File: config.mk
export PLATFORM = sky130hd
export DESIGN_NAME = mem_wb_stage_flat
export DESIGN_NICKNAME = d
export VERILOG_FILES = /design/src/rtl/mem_wb_stage_pkg.sv /design/src/rtl/mem_wb_stage_if.sv /design/src/rtl/mem_wb_stage_wait_counter.sv /design/src/rtl/mem_wb_stage.sv /design/src/flat_wrapper.sv
export SDC_FILE = /design/constraint.sdc
export NUM_CORES = 1
export LEC_CHECK = 0
export ABC_AREA = 1
export CORE_UTILIZATION = 40
export DETAILED_ROUTE_END_ITERATION = 16
export PLACE_DENSITY = 0.78
export SLEW_MARGIN = 15
export SYNTH_ARGS = -nofsm -noshare
export SYNTH_HDL_FRONTEND = slang
export SYNTH_SLANG_ARGS = --single-unit
export TNS_END_PERCENT = 20
File: constraint.sdc
create_clock -name Clk -period 2.6 [get_ports Clk]
set_input_delay 0.78 -clock Clk [delete_from_list [all_inputs] [get_ports Clk]]
set_output_delay 0.78 -clock Clk [all_outputs]
set_load 0.05 [all_outputs]
File: src/rtl/mem_wb_stage_pkg.sv
// Shared definitions for the execute/writeback slice: opcodes, writeback FSM states
// and the bit layout of the architectural flags word.
package mem_wb_stage_pkg;

    localparam logic [2:0] kADD = 3'd0;
    localparam logic [2:0] kAND = 3'd1;
    localparam logic [2:0] kOR  = 3'd2;
    localparam logic [2:0] kXOR = 3'd3;
    localparam logic [2:0] kSHL = 3'd4;
    localparam logic [2:0] kSHR = 3'd5;
    localparam logic [2:0] kCMP = 3'd6;
    localparam logic [2:0] kSUB = 3'd7;

    localparam logic [1:0] kMOVE  = 2'd0;
    localparam logic [1:0] kFLAG  = 2'd1;
    localparam logic [1:0] kLOAD  = 2'd2;
    localparam logic [1:0] kSTORE = 2'd3;

    // flags word is {EQUAL, PARITY, BEVEN, ZERO}
    localparam int FLAG_W      = 4;
    localparam int FLAG_ZERO   = 0;
    localparam int FLAG_BEVEN  = 1;
    localparam int FLAG_PARITY = 2;
    localparam int FLAG_EQUAL  = 3;

    typedef enum logic [1:0] {
        IDLE    = 2'd0,
        MEM_REQ = 2'd1,
        LOAD_WB = 2'd2
    } mem_wb_state_t;

endpackage

File: src/rtl/mem_wb_stage_if.sv
// Bundle of the upstream result bus, data-memory handshake and register-file write port.
interface mem_wb_stage_if
    import mem_wb_stage_pkg::*;
#(
    parameter int DW  = 8,
    parameter int RAW = 3,
    parameter int AW  = 8
);
    logic             in_valid;
    logic             in_ready;
    logic [DW-1:0]    alu_out;
    logic [AW-1:0]    mem_addr_in;
    logic [DW-1:0]    store_data;
    logic             data_signifier;
    logic [2:0]       alu_op_code;
    logic [1:0]       data_op_code;
    logic [RAW-1:0]   dest_reg;
    logic             reg_write;
    logic             zero_in;
    logic             beven_in;
    logic             parity_in;
    logic             equal_in;
    logic             mem_req;
    logic             mem_we;
    logic [AW-1:0]    mem_addr;
    logic [DW-1:0]    mem_wdata;
    logic             mem_ack;
    logic [DW-1:0]    mem_rdata;
    logic             rf_we;
    logic [RAW-1:0]   rf_waddr;
    logic [DW-1:0]    rf_wdata;
    logic [FLAG_W-1:0] flags;
    logic             mem_err;

    modport slave (
        input  in_valid, alu_out, mem_addr_in, store_data, data_signifier,
               alu_op_code, data_op_code, dest_reg, reg_write,
               zero_in, beven_in, parity_in, equal_in, mem_ack, mem_rdata,
        output in_ready, mem_req, mem_we, mem_addr, mem_wdata,
               rf_we, rf_waddr, rf_wdata, flags, mem_err
    );

    modport master (
        output in_valid, alu_out, mem_addr_in, store_data, data_signifier,
               alu_op_code, data_op_code, dest_reg, reg_write,
               zero_in, beven_in, parity_in, equal_in, mem_ack, mem_rdata,
        input  in_ready, mem_req, mem_we, mem_addr, mem_wdata,
               rf_we, rf_waddr, rf_wdata, flags, mem_err
    );

endinterface

File: src/rtl/mem_wb_stage_wait_counter.sv
// Clear/enable counter whose terminal-count strobe fires on the enabled cycle that
// would bring the count up to MAX; clear has priority over enable.
module wb_wait_counter #(
    parameter int MAX = 15
) (
    input  logic i_clk,
    input  logic i_srst,
    input  logic i_clr,
    input  logic i_en,
    output logic o_tc
);
    localparam int W = (MAX < 2) ? 1 : $clog2(MAX + 1);
    localparam logic [W-1:0] LAST = W'(MAX - 1);

    logic [W-1:0] r_count;

    always_ff @(posedge i_clk) begin
        if (i_srst || i_clr) begin
            r_count <= '0;
        end else if (i_en) begin
            r_count <= r_count + W'(1);
        end
    end

    assign o_tc = i_en && (r_count == LAST);

endmodule

File: src/rtl/mem_wb_stage.sv
// Writeback stage: registers ALU results into the RF write port, owns the flags
// register and runs LOAD/STORE over a req/ack handshake with a bounded wait.
module mem_wb_stage
    import mem_wb_stage_pkg::*;
#(
    parameter int DW       = 8,
    parameter int RAW      = 3,
    parameter int AW       = 8,
    parameter int MAX_WAIT = 15
) (
    input logic          Clk,
    input logic          Reset,
    mem_wb_stage_if.slave bus
);
    mem_wb_state_t     r_state, w_state_next;
    logic              r_mem_we;
    logic [AW-1:0]     r_mem_addr;
    logic [DW-1:0]     r_mem_wdata;
    logic [RAW-1:0]    r_dest;
    logic              r_reg_write;
    logic              r_rf_we, w_rf_we_next;
    logic [RAW-1:0]    r_rf_waddr, w_rf_waddr_next;
    logic [DW-1:0]     r_rf_wdata, w_rf_wdata_next;
    logic [FLAG_W-1:0] r_flags, w_flags_next;
    logic              r_mem_err, w_mem_err_next;
    logic              w_latch;
    logic              w_accept;
    logic              w_is_mem;
    logic              w_is_cmp;
    logic              w_cnt_en;
    logic              w_cnt_clr;
    logic              w_tc;

    assign bus.in_ready = (r_state == IDLE) && !Reset;
    assign w_accept     = bus.in_valid && bus.in_ready;
    assign w_is_mem     = bus.data_signifier &&
                          ((bus.data_op_code == kLOAD) || (bus.data_op_code == kSTORE));
    assign w_is_cmp     = !bus.data_signifier && (bus.alu_op_code == kCMP);

    assign w_cnt_en  = (r_state == MEM_REQ) && !bus.mem_ack;
    assign w_cnt_clr = (r_state != MEM_REQ) || bus.mem_ack || w_tc;

    wb_wait_counter #(
        .MAX (MAX_WAIT)
    ) u_wait_counter (
        .i_clk  (Clk),
        .i_srst (Reset),
        .i_clr  (w_cnt_clr),
        .i_en   (w_cnt_en),
        .o_tc   (w_tc)
    );

    always_ff @(posedge Clk) begin
        if (Reset) begin
            r_state     <= IDLE;
            r_mem_we    <= 1'b0;
            r_mem_addr  <= '0;
            r_mem_wdata <= '0;
            r_dest      <= '0;
            r_reg_write <= 1'b0;
            r_rf_we     <= 1'b0;
            r_rf_waddr  <= '0;
            r_rf_wdata  <= '0;
            r_flags     <= '0;
            r_mem_err   <= 1'b0;
        end else begin
            r_state    <= w_state_next;
            r_rf_we    <= w_rf_we_next;
            r_rf_waddr <= w_rf_waddr_next;
            r_rf_wdata <= w_rf_wdata_next;
            r_flags    <= w_flags_next;
            r_mem_err  <= w_mem_err_next;
            if (w_latch) begin
                r_mem_we    <= (bus.data_op_code == kSTORE);
                r_mem_addr  <= bus.mem_addr_in;
                r_mem_wdata <= bus.store_data;
                r_dest      <= bus.dest_reg;
                r_reg_write <= bus.reg_write;
            end
        end
    end

    always_comb begin
        w_state_next    = r_state;
        w_rf_we_next    = 1'b0;
        w_rf_waddr_next = r_rf_waddr;
        w_rf_wdata_next = r_rf_wdata;
        w_flags_next    = r_flags;
        w_mem_err_next  = r_mem_err;
        w_latch         = 1'b0;
        case (r_state)
            IDLE: begin
                if (w_accept) begin
                    if (w_is_mem) begin
                        w_latch      = 1'b1;
                        w_state_next = MEM_REQ;
                    end else begin
                        // CMP only exists to update flags, so it never reaches the RF
                        w_rf_we_next    = bus.reg_write && !w_is_cmp;
                        w_rf_waddr_next = bus.dest_reg;
                        w_rf_wdata_next = bus.alu_out;
                        if (!bus.data_signifier) begin
                            w_flags_next[FLAG_ZERO]   = bus.zero_in;
                            w_flags_next[FLAG_BEVEN]  = bus.beven_in;
                            w_flags_next[FLAG_PARITY] = bus.parity_in;
                            w_flags_next[FLAG_EQUAL]  = bus.equal_in;
                        end
                    end
                end
            end
            MEM_REQ: begin
                if (bus.mem_ack) begin
                    if (r_mem_we) begin
                        w_state_next = IDLE;
                    end else begin
                        w_state_next    = LOAD_WB;
                        w_rf_we_next    = r_reg_write;
                        w_rf_waddr_next = r_dest;
                        w_rf_wdata_next = bus.mem_rdata;
                    end
                end else if (w_tc) begin
                    w_state_next   = IDLE;
                    w_mem_err_next = 1'b1;
                end
            end
            LOAD_WB: begin
                w_state_next = IDLE;
            end
            default: begin
                w_state_next = IDLE;
            end
        endcase
    end

    assign bus.mem_req   = (r_state == MEM_REQ);
    assign bus.mem_we    = r_mem_we;
    assign bus.mem_addr  = r_mem_addr;
    assign bus.mem_wdata = r_mem_wdata;
    assign bus.rf_we     = r_rf_we;
    assign bus.rf_waddr  = r_rf_waddr;
    assign bus.rf_wdata  = r_rf_wdata;
    assign bus.flags     = r_flags;
    assign bus.mem_err   = r_mem_err;

endmodule

File: src/flat_wrapper.sv
// flat-port wrapper written by rule: the top's interface ports become plain ports
module mem_wb_stage_flat import mem_wb_stage_pkg::*;
#(
    parameter int DW       = 8,
    parameter int RAW      = 3,
    parameter int AW       = 8,
    parameter int MAX_WAIT = 15
)
  (Clk, Reset, bus_in_valid, bus_alu_out, bus_mem_addr_in, bus_store_data, bus_data_signifier, bus_alu_op_code, bus_data_op_code, bus_dest_reg, bus_reg_write, bus_zero_in, bus_beven_in, bus_parity_in, bus_equal_in, bus_mem_ack, bus_mem_rdata, bus_in_ready, bus_mem_req, bus_mem_we, bus_mem_addr, bus_mem_wdata, bus_rf_we, bus_rf_waddr, bus_rf_wdata, bus_flags, bus_mem_err);
  mem_wb_stage_if #(.DW(DW), .RAW(RAW), .AW(AW)) bus_i ();
  input logic Clk;
  input logic Reset;
  input wire logic [$bits(bus_i.in_valid)-1:0] bus_in_valid;
  input wire logic [$bits(bus_i.alu_out)-1:0] bus_alu_out;
  input wire logic [$bits(bus_i.mem_addr_in)-1:0] bus_mem_addr_in;
  input wire logic [$bits(bus_i.store_data)-1:0] bus_store_data;
  input wire logic [$bits(bus_i.data_signifier)-1:0] bus_data_signifier;
  input wire logic [$bits(bus_i.alu_op_code)-1:0] bus_alu_op_code;
  input wire logic [$bits(bus_i.data_op_code)-1:0] bus_data_op_code;
  input wire logic [$bits(bus_i.dest_reg)-1:0] bus_dest_reg;
  input wire logic [$bits(bus_i.reg_write)-1:0] bus_reg_write;
  input wire logic [$bits(bus_i.zero_in)-1:0] bus_zero_in;
  input wire logic [$bits(bus_i.beven_in)-1:0] bus_beven_in;
  input wire logic [$bits(bus_i.parity_in)-1:0] bus_parity_in;
  input wire logic [$bits(bus_i.equal_in)-1:0] bus_equal_in;
  input wire logic [$bits(bus_i.mem_ack)-1:0] bus_mem_ack;
  input wire logic [$bits(bus_i.mem_rdata)-1:0] bus_mem_rdata;
  output wire logic [$bits(bus_i.in_ready)-1:0] bus_in_ready;
  output wire logic [$bits(bus_i.mem_req)-1:0] bus_mem_req;
  output wire logic [$bits(bus_i.mem_we)-1:0] bus_mem_we;
  output wire logic [$bits(bus_i.mem_addr)-1:0] bus_mem_addr;
  output wire logic [$bits(bus_i.mem_wdata)-1:0] bus_mem_wdata;
  output wire logic [$bits(bus_i.rf_we)-1:0] bus_rf_we;
  output wire logic [$bits(bus_i.rf_waddr)-1:0] bus_rf_waddr;
  output wire logic [$bits(bus_i.rf_wdata)-1:0] bus_rf_wdata;
  output wire logic [$bits(bus_i.flags)-1:0] bus_flags;
  output wire logic [$bits(bus_i.mem_err)-1:0] bus_mem_err;
  assign bus_i.in_valid = bus_in_valid;
  assign bus_i.alu_out = bus_alu_out;
  assign bus_i.mem_addr_in = bus_mem_addr_in;
  assign bus_i.store_data = bus_store_data;
  assign bus_i.data_signifier = bus_data_signifier;
  assign bus_i.alu_op_code = bus_alu_op_code;
  assign bus_i.data_op_code = bus_data_op_code;
  assign bus_i.dest_reg = bus_dest_reg;
  assign bus_i.reg_write = bus_reg_write;
  assign bus_i.zero_in = bus_zero_in;
  assign bus_i.beven_in = bus_beven_in;
  assign bus_i.parity_in = bus_parity_in;
  assign bus_i.equal_in = bus_equal_in;
  assign bus_i.mem_ack = bus_mem_ack;
  assign bus_i.mem_rdata = bus_mem_rdata;
  assign bus_in_ready = bus_i.in_ready;
  assign bus_mem_req = bus_i.mem_req;
  assign bus_mem_we = bus_i.mem_we;
  assign bus_mem_addr = bus_i.mem_addr;
  assign bus_mem_wdata = bus_i.mem_wdata;
  assign bus_rf_we = bus_i.rf_we;
  assign bus_rf_waddr = bus_i.rf_waddr;
  assign bus_rf_wdata = bus_i.rf_wdata;
  assign bus_flags = bus_i.flags;
  assign bus_mem_err = bus_i.mem_err;
  mem_wb_stage #(.DW(DW), .RAW(RAW), .AW(AW), .MAX_WAIT(MAX_WAIT)) u_core (.Clk(Clk), .Reset(Reset), .bus(bus_i));
endmodule
# Yosys cells after proc, flatten, opt, wreduce, memory -nomap -nowiden
# Index checks and enable logic that the tools add are counted.
op_classes:
  addsub: 1
  eq_ne: 12
  n_mux: 24
  bitwise_logic: 3
  n_reduce_logical: 21
op_table:
  columns: ["cell", "count"]
  rows:
  - ["two-way mux 8 bit", 4]
  - ["case mux 8 bit (2 select lines)", 1]
  - ["two-way mux 3 bit", 4]
  - ["two-way mux 2 bit", 5]
  - ["logical AND 1 bit", 7]
  - ["two-way mux 1 bit", 7]
  - ["inequality test 2 x 1 -> 1 bit, second input constant", 3]
  - ["inequality test 2 bit, second input constant", 3]
  - ["case mux 3 bit (2 select lines)", 1]
  - ["AND reduction 3 bit", 2]
  - ["AND reduction 5 bit", 1]
  - ["adder 4 x 1 -> 4 bit, second input constant", 1]
  - ["equality test 2 bit, second input constant", 2]
  - ["equality test 4 bit, second input constant", 1]
  - ["logical NOT 1 bit", 4]
  - ["logical OR 1 bit", 4]
  - ["case mux 2 bit (2 select lines)", 1]
  - ["AND reduction 4 bit", 1]
  - ["equality test 3 bit, second input constant", 1]
  - ["inequality test 3 x 2 -> 1 bit, second input constant", 1]
  - ["inverter 1 bit", 3]
  - ["equality test 2 x 1 -> 1 bit, second input constant", 1]
  - ["logical NOT 2 bit", 1]
  - ["case mux 1 bit (2 select lines)", 1]
  - ["nonzero test 2 bit", 1]
totals:
  ff_bits: 44
  input_bits: 50
  out_inout_bits: 36
  word_cells: 73

# Logic depth before layout (Yosys ltp)
depth:
  word_depth: 7
  mapped_depth: 9
  mapped_depth_nobuf: 8

# By module
# A second synthesis with hierarchy kept.
hier_totals:
  cells_unflattened: 315
  hier_area_um2: 2004.4
modules_own_cells:
  columns: ["module", "instances", "cells_each", "area_per_inst_um2", "seq_area_each_um2"]
  rows:
  - ["mem_wb_stage", 1, 288, 1810.5, 800.8]
  - ["wb_wait_counter", 1, 27, 193.9, 80.1]

# Worst setup path before layout
# OpenSTA, ideal clock, no wires.
synth_timing:
  path_type: "input -> output"
  start: "input port Reset"
  end: "output port bus_in_ready"
  t_arrival_ns: 1.434
  required_ns: 1.820
  slack_ns: 0.386
  stages: 1
  n_path_buf: 0
  cell_sequence: "nor2_1"
synth_between:
  elab_chain_len: 2
synth_rtl:
  columns: ["element", "line_no", "text"]
  rows:
  - ["start: declaration", "flat_wrapper.sv:12", "input logic Reset;"]
  - ["logical NOT 1 bit", "mem_wb_stage.sv:34", "assign bus.in_ready = (r_state == IDLE) && !Reset;"]
  - ["logical AND 1 bit", "mem_wb_stage.sv:34", null]
  - ["end: declaration", "flat_wrapper.sv:28", "output wire logic [$bits(bus_i.in_ready)-1:0] bus_in_ready;"]
# No other way between the ends.

# Worst setup path after layout
# Ends and elaborated chain as after synthesis.

==> results.md <==
- Status: completed
- Net Switching: 430 uW
- Initial Util: 0.429
- CTS Buffer Depth: 2
- YS warnings: 0
- Clock Power Share: 0.296
- GR Layer Usage met3: 0.0942
- Drc violations: 0
- Vias in the first global route: roughly 2000
- Die Y: 71.5 microns
- Max IR drop VDD: between 0.0003 and 0.0004 V
- Logic pwr share: 0.224
- Congestion Overflow GR: 0
- # nets final: just over 400
- Final setup fails: 0
- Crit-path slowest cell: clkdlybuf4s50_1
- Worst min path class: reg2reg
- Final ANT Viol Nets: 0
- Ports: 86
- Hold_buf cts: 0
- Crit path max fanout: 2
- Clk sinks: 44
- Hold Path End: u_core.u_wait_counter.r_count[0]
- CTS H-tree lvls: 2
- Flop-to-flop setup slack: ~900 ps
- Syn nets: 333
- Largest net degree at the start of global routing: 38
- R2r endpoint: u_core.u_wait_counter.r_count[2]
- Worst path required time: between 1500 and 2000 ps
- M2 GR Usage: 0.357
- Area grow syn2layout: 49.7%
- Switching Share: 0.287
- Placed cell areas: about 0.0028 sq mm
- Syn Area/Cell: 6.88 sq um
- Hold path cells: 1
- Yosys reg bits: 44
- Crit Path Class: in2out
- DPL Wire Length: 3540 microns
- Distinct cells, synth: 21
- CP startpoint kind: input port
- Clk Latency, worst-skew pair: 300 ps
- Post-CTS setup buffer count: 0
- Row cnt: 24
- Final Power: around 1.5 mW
- DR pass1 iterations: 4
- Cell area after synthesis: slightly below 0.002 sq mm
- Seq/Total Area, Yosys: 0.456
- Achievable Freq: 423 MHz
- Aggregate routed wire length: about 5000 microns
- IO buf count: 85
- Total of max-cap violations: 0
- Least-Margin Pin Slew: 575 ps
- Final Max Tran Viols: 0
- CP max stage delay: about 420 ps
- Internal power: around 1.1 mW
- Met1 Use GR: 0.264
- Routed len/inst: approximately 12 microns
- Most Crowded Layer GR: met2
- Number of DRC markers in iteration 0: 109
- Die W: around 72 microns
- Antenna violations before repair: 0
- Design Area, Final: between 0.002 and 0.003 sq mm
- Hold Crit Start: u_core.u_wait_counter.r_count[0]
- First-pass GRT wire length: 8800 microns
- Crit. Startpoint: Reset
- Reg power frac: 0.480
- Clock transition at path regs: 80 ps
- Leading area contributor after synthesis: dfxtp_1
- Reg2Reg Depth: 4
- Synth top area share: 0.456
- Diode count: 0
- Routability cong.: 0.719
- Post-Syn Instances: around 280
- Layout cells sized above 1: 0.0606
- Die Footprint: a little over 0.005 sq mm
- Slew Limit Headroom: 0.616
- GRT Util Overall: 0.219
- DR vias: 2045
- CTS tree: yes
- Synth area leaders: dfxtp_1, nor2_1, nand2_1
- Min cycle time layout: between 2000 and 2500 ps
- Final period util: 0.909
- Crit path capture type: output port
- Worst EP arrival: approximately 1600 ps
- Static Leak: 1.28 nW
- TNS Setup: 0 ps
- CTS buffer count: 5
- Power per cell area: 517 mW/mm^2
- RSZ-0062 raised after global routing: no
- Skew final: ~5.4 ps
- Worst path cell trace: clkdlybuf4s50_1 > nor2_1 > buf_12
- Cts repair resizes: 0
- CTS root buf: clkbuf_8
- Core area: between 0.004 and 0.005 sq mm
- Vias per Instance: between 4 and 5
- Crit Reg-Reg Startpoint: u_core.r_state[0]
- Hold Vio Cnt, Final: 0
-- power by group through the flow --
stage | clock network (mW) | registers, mW | logic [mW]
6_report | 0.442 | 0.719 | 0.335
5_1_grt | 0.485 | 0.723 | 0.363
4_1_cts | 0.456 | 0.719 | 0.337
3_5_place_dp | 0 | 0.734 | 0.336
3_3_place_gp | 0 | 0.733 | 0.333
2_1_floorplan | 0 | 0.824 | 0.0973
-- metal layers --
metal  share of wire  vias up  wire [microns]
met4           0.013        0              65
met1            0.44      922            2220
met2            0.44       75            2200
met3            0.11        6             536
li1                -     1042               -
met5               0        -               0
-- cell usage in the layout, fill, tap and decap left out, types with 3 or more instances in the layout --
cell	instances
inv_2	3
clkdlybuf4s50_1	83
a21oi_1	16
dfxtp_1	44
nor2_2	3
clkbuf_8	6
nor2_1	72
nand3_1	26
o21ai_0	25
buf_4	5
inv_1	22
nand2_1	45
-- cell type report --
type | count | area [sq um]
clock buffer | 8 | 90.1
multi-input combinational | 197 | 876
sequential | 44 | 881
fill | 414 | 1610
tap | 52 | 65.1
inverter | 25 | 93.8
timing repair buffer | 89 | 888
-- registers in the layout (all words and copies together), names as in the netlist --
name	flops
u_core.bus.mem_addr	8
u_core.bus.mem_wdata	8
u_core.bus.rf_wdata	8
u_core.bus.flags	4
u_core.u_wait_counter.r_count	4
u_core.bus.rf_waddr	3
u_core.r_dest	3
u_core.r_state	2
u_core.bus.mem_err	1
u_core.bus.mem_we	1
u_core.bus.rf_we	1
u_core.r_reg_write	1
-- critical path: cells and delay by family --
kind / cells / cell delay, ps
buf+inv: 2 / 590
simple gates: 1 / 210
-- through the flow --
step	hold slack [ps]	std cells	worst slack (ps)	util
5_1_grt	505	415	174	0.643
4_1_cts	476	415	233	0.643
3_3_place_gp	445	407	256	0.623
2_1_floorplan	430	281	386	-
6_report	472	415	238	0.643
3_5_place_dp	458	407	248	0.623
-- cell families after synthesis --
family | count (synthesis) | synth area share
AOI/OAI and AO/OA | 42 | 0.109
adders and majority gates | 2 | 0.0129
buffers and inverters | 40 | 0.0913
DFF | 44 | 0.456
and+or+nand+nor | 153 | 0.331
-- synthesized netlist by cell type --
cell type,count
a21oi_1,16
buf_1,2
buf_2,9
buf_6,2
clkbuf_1,2
dfxtp_1,44
ha_1,2
inv_1,22
inv_2,3
nand2_1,45
nand2_2,2
nand3_1,26
nand3_2,1
nand3b_1,1
nand4_1,1
nor2_1,72
nor2_2,3
nor2_4,1
nor3_1,1
o21ai_0,25
o21ai_1,1
-- how the worst max path moves through the flow --
stage and end:
6_report bus_in_ready, 5_1_grt bus_in_ready, 4_1_cts bus_in_ready, 3_5_place_dp u_core.bus.mem_wdata[6]
3_3_place_gp bus_in_ready, 2_1_floorplan bus_in_ready
Power figures use the tool's default switching activity.
